File: src/rtl/rv32i_fetch_unit_if.sv
// rv32i_fetch_unit_if: instruction-memory request/grant/response bus
interface rv32i_fetch_unit_if;
  logic        req;
  logic [31:0] addr;
  logic        gnt;
  logic        rvalid;
  logic [31:0] rdata;
  modport master (output req, addr, input gnt, rvalid, rdata);
  modport slave  (input req, addr, output gnt, rvalid, rdata);
endinterface

File: src/rtl/rv32i_fetch_unit.sv
// rv32i_fetch_unit: RV32I fetch stage with credit-limited in-order imem requests and NOP bubbles
module rv32i_fetch_unit #(
  parameter logic [31:0] RESET_PC = 32'h0,
  parameter int          DEPTH    = 2,
  parameter logic [31:0] NOP      = 32'h13
) (
  input  logic               clk,
  input  logic               reset,
  input  logic               jump_enable,
  input  logic [31:0]        jump_addr,
  input  logic               stall,
  rv32i_fetch_unit_if.master imem,
  output logic [31:0]        pc_out,
  output logic [31:0]        iw_out,
  output logic               misalign_out
);
  localparam int CW = $clog2(DEPTH + 1);
  localparam int IW = $clog2(DEPTH);
  logic [31:0]   fetch_pc;
  logic [31:0]   pend_pc [DEPTH];
  logic [31:0]   buf_pc [DEPTH];
  logic [31:0]   buf_iw [DEPTH];
  logic [CW-1:0] pend_cnt, buf_cnt, kill_cnt;
  logic [CW+1:0] credit;
  logic          grant, rsp_kill, rsp_ok, rsp_any, buf_pop, buf_push;
  logic [IW-1:0] pend_wi, buf_wi;
  // every outstanding, doomed or buffered word holds a credit, so the buffer can never overflow
  always_comb begin
    credit    = (CW+2)'(pend_cnt) + (CW+2)'(kill_cnt) + (CW+2)'(buf_cnt);
    imem.req  = !reset && !jump_enable && credit < (CW+2)'(DEPTH);
    imem.addr = fetch_pc;
    grant     = imem.req && imem.gnt;
    rsp_kill  = imem.rvalid && kill_cnt != '0;
    rsp_ok    = imem.rvalid && kill_cnt == '0 && pend_cnt != '0;
    rsp_any   = rsp_kill || rsp_ok;
    buf_pop   = !jump_enable && !stall && buf_cnt != '0;
    buf_push  = !jump_enable && rsp_ok && (stall || buf_cnt != '0);
    pend_wi   = IW'(pend_cnt - CW'(rsp_ok));
    buf_wi    = IW'(buf_cnt - CW'(buf_pop));
  end
  always_ff @(posedge clk) begin
    if (reset) begin
      fetch_pc <= RESET_PC;
      pend_cnt <= '0;
      buf_cnt  <= '0;
      kill_cnt <= '0;
    end else if (jump_enable) begin
      fetch_pc <= {jump_addr[31:2], 2'b00};
      pend_cnt <= '0;
      buf_cnt  <= '0;
      kill_cnt <= kill_cnt + pend_cnt - CW'(rsp_any);
    end else begin
      fetch_pc <= grant ? fetch_pc + 32'd4 : fetch_pc;
      pend_cnt <= pend_cnt + CW'(grant) - CW'(rsp_ok);
      buf_cnt  <= buf_cnt + CW'(buf_push) - CW'(buf_pop);
      kill_cnt <= kill_cnt - CW'(rsp_kill);
    end
  end
  // head-at-zero shift FIFOs; counters alone define occupancy, so storage needs no reset
  always_ff @(posedge clk) begin
    if (rsp_ok)
      for (int i = 0; i < DEPTH - 1; i++) pend_pc[i] <= pend_pc[i+1];
    if (grant) pend_pc[pend_wi] <= fetch_pc;
    if (buf_pop)
      for (int i = 0; i < DEPTH - 1; i++) begin
        buf_pc[i] <= buf_pc[i+1];
        buf_iw[i] <= buf_iw[i+1];
      end
    if (buf_push) begin
      buf_pc[buf_wi] <= pend_pc[0];
      buf_iw[buf_wi] <= imem.rdata;
    end
  end
  always_ff @(posedge clk) begin
    if (reset) begin
      pc_out       <= RESET_PC;
      iw_out       <= NOP;
      misalign_out <= 1'b0;
    end else begin
      misalign_out <= jump_enable && |jump_addr[1:0];
      if (jump_enable) iw_out <= NOP;
      else if (!stall) begin
        pc_out <= buf_pop ? buf_pc[0] : rsp_ok ? pend_pc[0] : pc_out;
        iw_out <= buf_pop ? buf_iw[0] : rsp_ok ? imem.rdata : NOP;
      end
    end
  end
endmodule

File: src/flat_wrapper.sv
// flat-port wrapper written by rule: the top's interface ports become plain ports
module rv32i_fetch_unit_flat 
#(
  parameter logic [31:0] RESET_PC = 32'h0,
  parameter int          DEPTH    = 2,
  parameter logic [31:0] NOP      = 32'h13
)
  (clk, reset, jump_enable, jump_addr, stall, pc_out, iw_out, misalign_out, imem_req, imem_addr, imem_gnt, imem_rvalid, imem_rdata);
  rv32i_fetch_unit_if imem_i ();
  input  logic clk;
  input  logic reset;
  input  logic jump_enable;
  input  logic [31:0] jump_addr;
  input  logic stall;
  output logic [31:0] pc_out;
  output logic [31:0] iw_out;
  output logic misalign_out;
  output wire logic [$bits(imem_i.req)-1:0] imem_req;
  output wire logic [$bits(imem_i.addr)-1:0] imem_addr;
  input wire logic [$bits(imem_i.gnt)-1:0] imem_gnt;
  input wire logic [$bits(imem_i.rvalid)-1:0] imem_rvalid;
  input wire logic [$bits(imem_i.rdata)-1:0] imem_rdata;
  assign imem_req = imem_i.req;
  assign imem_addr = imem_i.addr;
  assign imem_i.gnt = imem_gnt;
  assign imem_i.rvalid = imem_rvalid;
  assign imem_i.rdata = imem_rdata;
  rv32i_fetch_unit #(.RESET_PC(RESET_PC), .DEPTH(DEPTH), .NOP(NOP)) u_core (.clk(clk), .reset(reset), .jump_enable(jump_enable), .jump_addr(jump_addr), .stall(stall), .imem(imem_i), .pc_out(pc_out), .iw_out(iw_out), .misalign_out(misalign_out));
endmodule
File: config.mk
export PLATFORM = sky130hd
export DESIGN_NAME = rv32i_fetch_unit_flat
export DESIGN_NICKNAME = d
export VERILOG_FILES = /design/src/rtl/rv32i_fetch_unit_if.sv /design/src/rtl/rv32i_fetch_unit.sv /design/src/flat_wrapper.sv
export SDC_FILE = /design/constraint.sdc
export NUM_CORES = 1
export LEC_CHECK = 0
export BUFFER_PORTS_ARGS = -buffer_cell sky130_fd_sc_hd__buf_2
export CAP_MARGIN = 20
export CORE_UTILIZATION = 57
export DETAILED_ROUTE_END_ITERATION = 7
export PLACE_DENSITY = 0.77
export SLEW_MARGIN = 20
export SYNTH_ARGS = -nofsm -noshare
export SYNTH_HDL_FRONTEND = slang
export SYNTH_SLANG_ARGS = --single-unit
File: constraint.sdc
create_clock -name clk -period 5.6 [get_ports clk]
set_input_delay 0.56 -clock clk [delete_from_list [all_inputs] [get_ports clk]]
set_output_delay 0.56 -clock clk [all_outputs]
set_load 0.01 [all_outputs]
## After elaboration in Yosys (flattened, before gate mapping)

Memory sizes are Yosys's and may differ from the RTL's.
Index checks and enable logic that the tools add are counted.

- Multiplexer cells: 15
- Bitwise gates (word level): 2
- Order comparisons: 1
- Reductions and logical operators: 25
- $add $sub $neg: 12

Operator list:

| operator | count |
|---|---|
| 32-bit two-way mux | 6 |
| 32-bit by 3-bit adder with 32-bit output (second input constant) | 1 |
| 1-bit logical AND | 11 |
| 2-bit nonzero test | 5 |
| 1-bit two-way mux | 8 |
| 2-bit by 1-bit subtractor with 2-bit output | 4 |
| 2-bit by 1-bit adder with 2-bit output | 2 |
| 3-bit by 2-bit adder with 4-bit output | 1 |
| 4-bit by 2-bit < comparator with 1-bit output (second input constant) | 1 |
| 2-bit OR reduction | 2 |
| 2-bit by 2-bit adder with 3-bit output | 1 |
| 1-bit logical NOT | 3 |
| 3-bit AND reduction | 1 |
| 2-bit adder | 1 |
| 2-bit logical NOT | 1 |
| 1-bit logical OR | 2 |
| 2-bit two-way mux | 1 |
| 1-bit inverter | 2 |
| 1-bit subtractor | 2 |

- Bits in writable memories: 192
- Register bits after elaboration: 103
- Input bits: 70
- Output and inout bits: 98
- Word-level logic and storage cells: 66
- Memories: 3

Memories:

| name | words | bits a word | rd ports | clocked after memory_dff | write ports | RTL line | source |
|---|---|---|---|---|---|---|---|
| u_core.buf_iw | 2 | 32 | 2 | 0 | 2 | rv32i_fetch_unit.sv:22 | `logic [31:0] buf_iw [DEPTH];` |
| u_core.buf_pc | 2 | 32 | 2 | 0 | 2 | rv32i_fetch_unit.sv:21 | `logic [31:0] buf_pc [DEPTH];` |
| u_core.pend_pc | 2 | 32 | 2 | 0 | 2 | rv32i_fetch_unit.sv:20 | `logic [31:0] pend_pc [DEPTH];` |

## Longest topological paths before layout

- Depth in word-level cells: 7
- Mapped depth: 11
- Gate-level depth less buffers: 11

## Worst setup path before layout

OpenSTA, ideal clock, no wires.

- Path type: input-to-reg
- Start: in jump_enable
- End: mem u_core.buf_iw[0][0], enable pin
- Buffers on the path: 4
- Arrival time: 4.156 ns
- Setup time: 0.430 ns
- Required time: 5.170 ns
- Stages: 10
- Path slack: 1.014 ns
- Cell sequence: buf_2 > nor2_1 > o21ai_1 > clkinv_1 > clkbuf_1 > ha_1 > ha_1 > clkbuf_1 > clkbuf_1 > nand2b_1

RTL lines:

| item | RTL line | source |
|---|---|---|
| start, declared | flat_wrapper.sv:12 | `input logic jump_enable;` |
| end, declared | rv32i_fetch_unit.sv:22 |  |

==> results.py <==
metrics = {
    "synth": {
        "synth_edf_count": 184,
        "async_flop_share": 0,
        "synth_cells": 903,
        "netlist.area_leader.share": 0.478,
        "synth_area_leaders": "edfxtp_1, dfxtp_1, mux2_2",
        "yosysUniqueCellTypes": 54,
        "synth_area_per_cell_um2": 12.8,
        "synth-seq-cells": 283,
        "yosys.area.top_type": "edfxtp_1",
        "synth_warnings": 0,
        "synth-seq-area-share": 0.649,
        "syn_area_um2": 11600,
        "synth-main-ff-cell": "edfxtp_1",
    },
    "pwr": {
        "p_per_area_nw_per_um2": 338,
        "p_leak_nw": 4.98,
        "ir_drop_mv": 0.221,
        "power_mw": 4.60,
    },
    "worst_setup_path": {
        "r2r-end": "u_core.pend_pc[0][13]$_DFFE_PP_",
        "rr_startpoint": "u_core.buf_cnt[1]$_SDFF_PP0_",
        "cp.arrival_ps": 4320,
        "cp_max_fo": 30,
        "slowest_stage": "ha_1",
        "reg2reg_slack_ps": 1470,
        "rr_worst_depth": 10,
        "crit_family": "adder cells",
        "startpoint_type": "register",
        "crit_buf_inv": 4,
        "slowest_delay_ps": 720,
        "path_class": "register to register",
        "critPathRequiredTime_ps": 5780,
        "cp-end-kind": "register",
        "critical_path.most_common_cell": "inv_1",
        "crit_chain": "inv_1, fa_1, inv_1, ha_1, nor4bb_1, nand2_1, inv_1, ha_1, nand2b_1, buf_4",
    },
    "routing": {
        "drc": 0,
        "vias": 7901,
        "drt_iter0_markers": 616,
        "routed_via_density": 5.91,
        "final_antenna_net_count": 0,
        "wire_per_inst_um": 19.1,
        "drtPass1Iterations": 6,
        "wl_mm": 25.6,
    },
    "clocking": {
        "cts_resized": 0,
        "cts_root_buffer": "clkbuf_16",
        "clk_latency_ps": 540,
        "cts_sinks": 283,
        "cts_tree": "yes",
        "clkTransAtPathRegs_ps": 60,
        "ctsLongestPathBuffers": 3,
        "numCtsBuffers": 28,
        "cts_setup_buffers": 0,
        "htreeDepth": 1,
        "cts_hold_buf": 0,
    },
    "sta": {
        "clock_skew_ps": 22.3,
        "tightestPinTransition_ps": 943,
        "setup_viol": 0,
        "final_hold_viol_count": 0,
        "fin_crit_sh": 0.738,
        "fmax_ghz": 0.242,
        "whs_ps": 213,
        "slew_headroom": 0.371,
        "slew_viol_final": 0,
        "rsz0062_at_grt": "false",
        "min_period_ps": 4130,
        "setup_tns_ps": 0,
    },
    "status": {
        "status": "finished, final reports clean",
    },
    "die": {
        "die_area_um2": 20900,
        "num_rows": 51,
        "die_h_um": 144,
        "fp.coreArea_um2": 19700,
        "ioPinCount": 168,
        "start_util": 0.589,
        "die_width_um": 144,
    },
    "min_path": {
        "hold_class": "input pin to register",
        "hold_depth": 2,
        "hold_start": "jump_addr[0]",
        "whs_endpoint": "u_core.misalign_out$_SDFF_PP0_",
    },
    "place": {
        "port_buffers": 163,
        "hpwl_mm": 16.2,
        "place_area_um2": 12600,
        "gp_congestion": 0.810,
    },
    "run": {
        "max_cap_violations": 0,
    },
    "global_routing": {
        "grt_pass1_vias": 7324,
        "grt_pass1_wl_mm": 39.7,
        "antenna_found_initial": 1,
        "grt_max_degree": 66,
        "overflow": 0,
        "grt_usage": 0.247,
    },
    "cells_and_area": {
        "areaGrowthSynthToFinish_pct": 17.7,
        "fin_area_um2": 13600,
        "fill_cells": 1430,
        "drive_above_1_share": 0.310,
        "fin_nets": 1132,
        "post-route-util": 0.693,
    },
}
## final cells by class
class                           count  area (um^2)  area share
Clock buffer                       39          772      0.0567
Timing Repair Buffer              178          966      0.0710
Multi-Input combinational cell    541         3770       0.277
Inverter                           17         65.1     0.00478
Tap cell                          265          332      0.0244
Sequential cell                   283         7510       0.551
Clock inverter                     13          201      0.0148
Antenna cell                        1         2.50    0.000184
## cells in the final DEF, fill, tap and decap left out, types with 5 or more instances in the layout
master / n
edfxtp_1: 184
mux2_2: 99
bufinv_16: 5
a31oi_1: 8
buf_2: 163
buf_4: 12
clkinv_2: 5
xnor2_1: 11
a21oi_1: 22
nand3_1: 16
clkbuf_16: 28
nand4_1: 8
nor2b_1: 30
nand2_1: 98
a221oi_1: 33
nor4_1: 5
o21ai_0: 8
inv_1: 16
nor2_1: 61
dfxtp_1: 99
ha_1: 10
nor3_1: 35
a311oi_1: 31
clkbuf_1: 8
## stage by stage
step / worst slack [ps] / instances
floorplan: 1010 / 906
global placement: 1740 / 1284
detailed placement: 1540 / 1284
CTS: 1470 / 1336
global route: 1110 / 1337
finish: 1470 / 1337
## Yosys cell counts (4+ instances only)
| cell type | count |
|---|---|
| edfxtp_1 | 184 |
| dfxtp_1 | 99 |
| mux2_2 | 99 |
| nand2_1 | 98 |
| nor2_1 | 62 |
| clkbuf_1 | 50 |
| nor3_1 | 35 |
| a221oi_1 | 33 |
| a311oi_1 | 31 |
| nor2b_1 | 30 |
| a21oi_1 | 22 |
| inv_1 | 16 |
| nand3_1 | 16 |
| ha_1 | 12 |
| xnor2_1 | 11 |
| a31oi_1 | 8 |
| nand4_1 | 8 |
| o21ai_0 | 8 |
| buf_2 | 6 |
| buf_1 | 5 |
| nor4_1 | 5 |
| a211oi_1 | 4 |
| buf_4 | 4 |
| o22ai_1 | 4 |
| or3_1 | 4 |
## flip-flops by register name, summed over array words and instances (netlist names)
signal               cells
u_core.buf_cnt           2
u_core.buf_iw           64
u_core.buf_pc           60
u_core.imem.addr        30
u_core.iw_out           32
u_core.kill_cnt          2
u_core.misalign_out      1
u_core.pc_out           30
u_core.pend_cnt          2
u_core.pend_pc          60
## worst max path at each step
stage | cells after the start | to | start
after floorplan | 10 | u_core.buf_iw[0][0]$_DFFE_PP_ | jump_enable
after global placement | 10 | u_core.pend_pc[0][13]$_DFFE_PP_ | u_core.buf_cnt[1]$_SDFF_PP0_
after detailed placement | 10 | u_core.pend_pc[0][14]$_DFFE_PP_ | u_core.buf_cnt[1]$_SDFF_PP0_
after CTS | 10 | u_core.pend_pc[0][12]$_DFFE_PP_ | u_core.buf_cnt[1]$_SDFF_PP0_
after global routing | 10 | u_core.pend_pc[0][13]$_DFFE_PP_ | u_core.buf_cnt[1]$_SDFF_PP0_
final | 10 | u_core.pend_pc[0][13]$_DFFE_PP_ | u_core.buf_cnt[1]$_SDFF_PP0_
## routing by layer
metal  part of all wire  routed length [um]  global-route usage  vias to the layer above
met5                  0                   0                   0                        -
met4              0.024                 626              0.0748                        0
met3              0.069                1760              0.0391                       59
met2               0.47               12100               0.390                      335
met1               0.43               11100               0.353                     3841
li1                   -                   -                   -                     3666
## power by group
group | leakage [nW] | switching, mW | internal (mW)
clock network | 0.473 | 0.766 | 1.19
registers | 2.47 | 0.0620 | 2.28
logic | 2.03 | 0.175 | 0.128
## cell families (layout without fill, tap and decap cells)
group                    after synthesis  after routing  synth area share
multiplexers                         102            102            0.0990
AND/OR/NAND/NOR                      281            281             0.116
flip-flops                           283            283             0.649
AO/OA/AOI/OAI                        129            129            0.0830
buffers and inverters                 82            247            0.0286
adder cells (fa/ha/maj)               13             13            0.0147
other                                  1              5          0.000324
XOR/XNOR                              12             12           0.00908
Power figures use the tool's default switching activity.
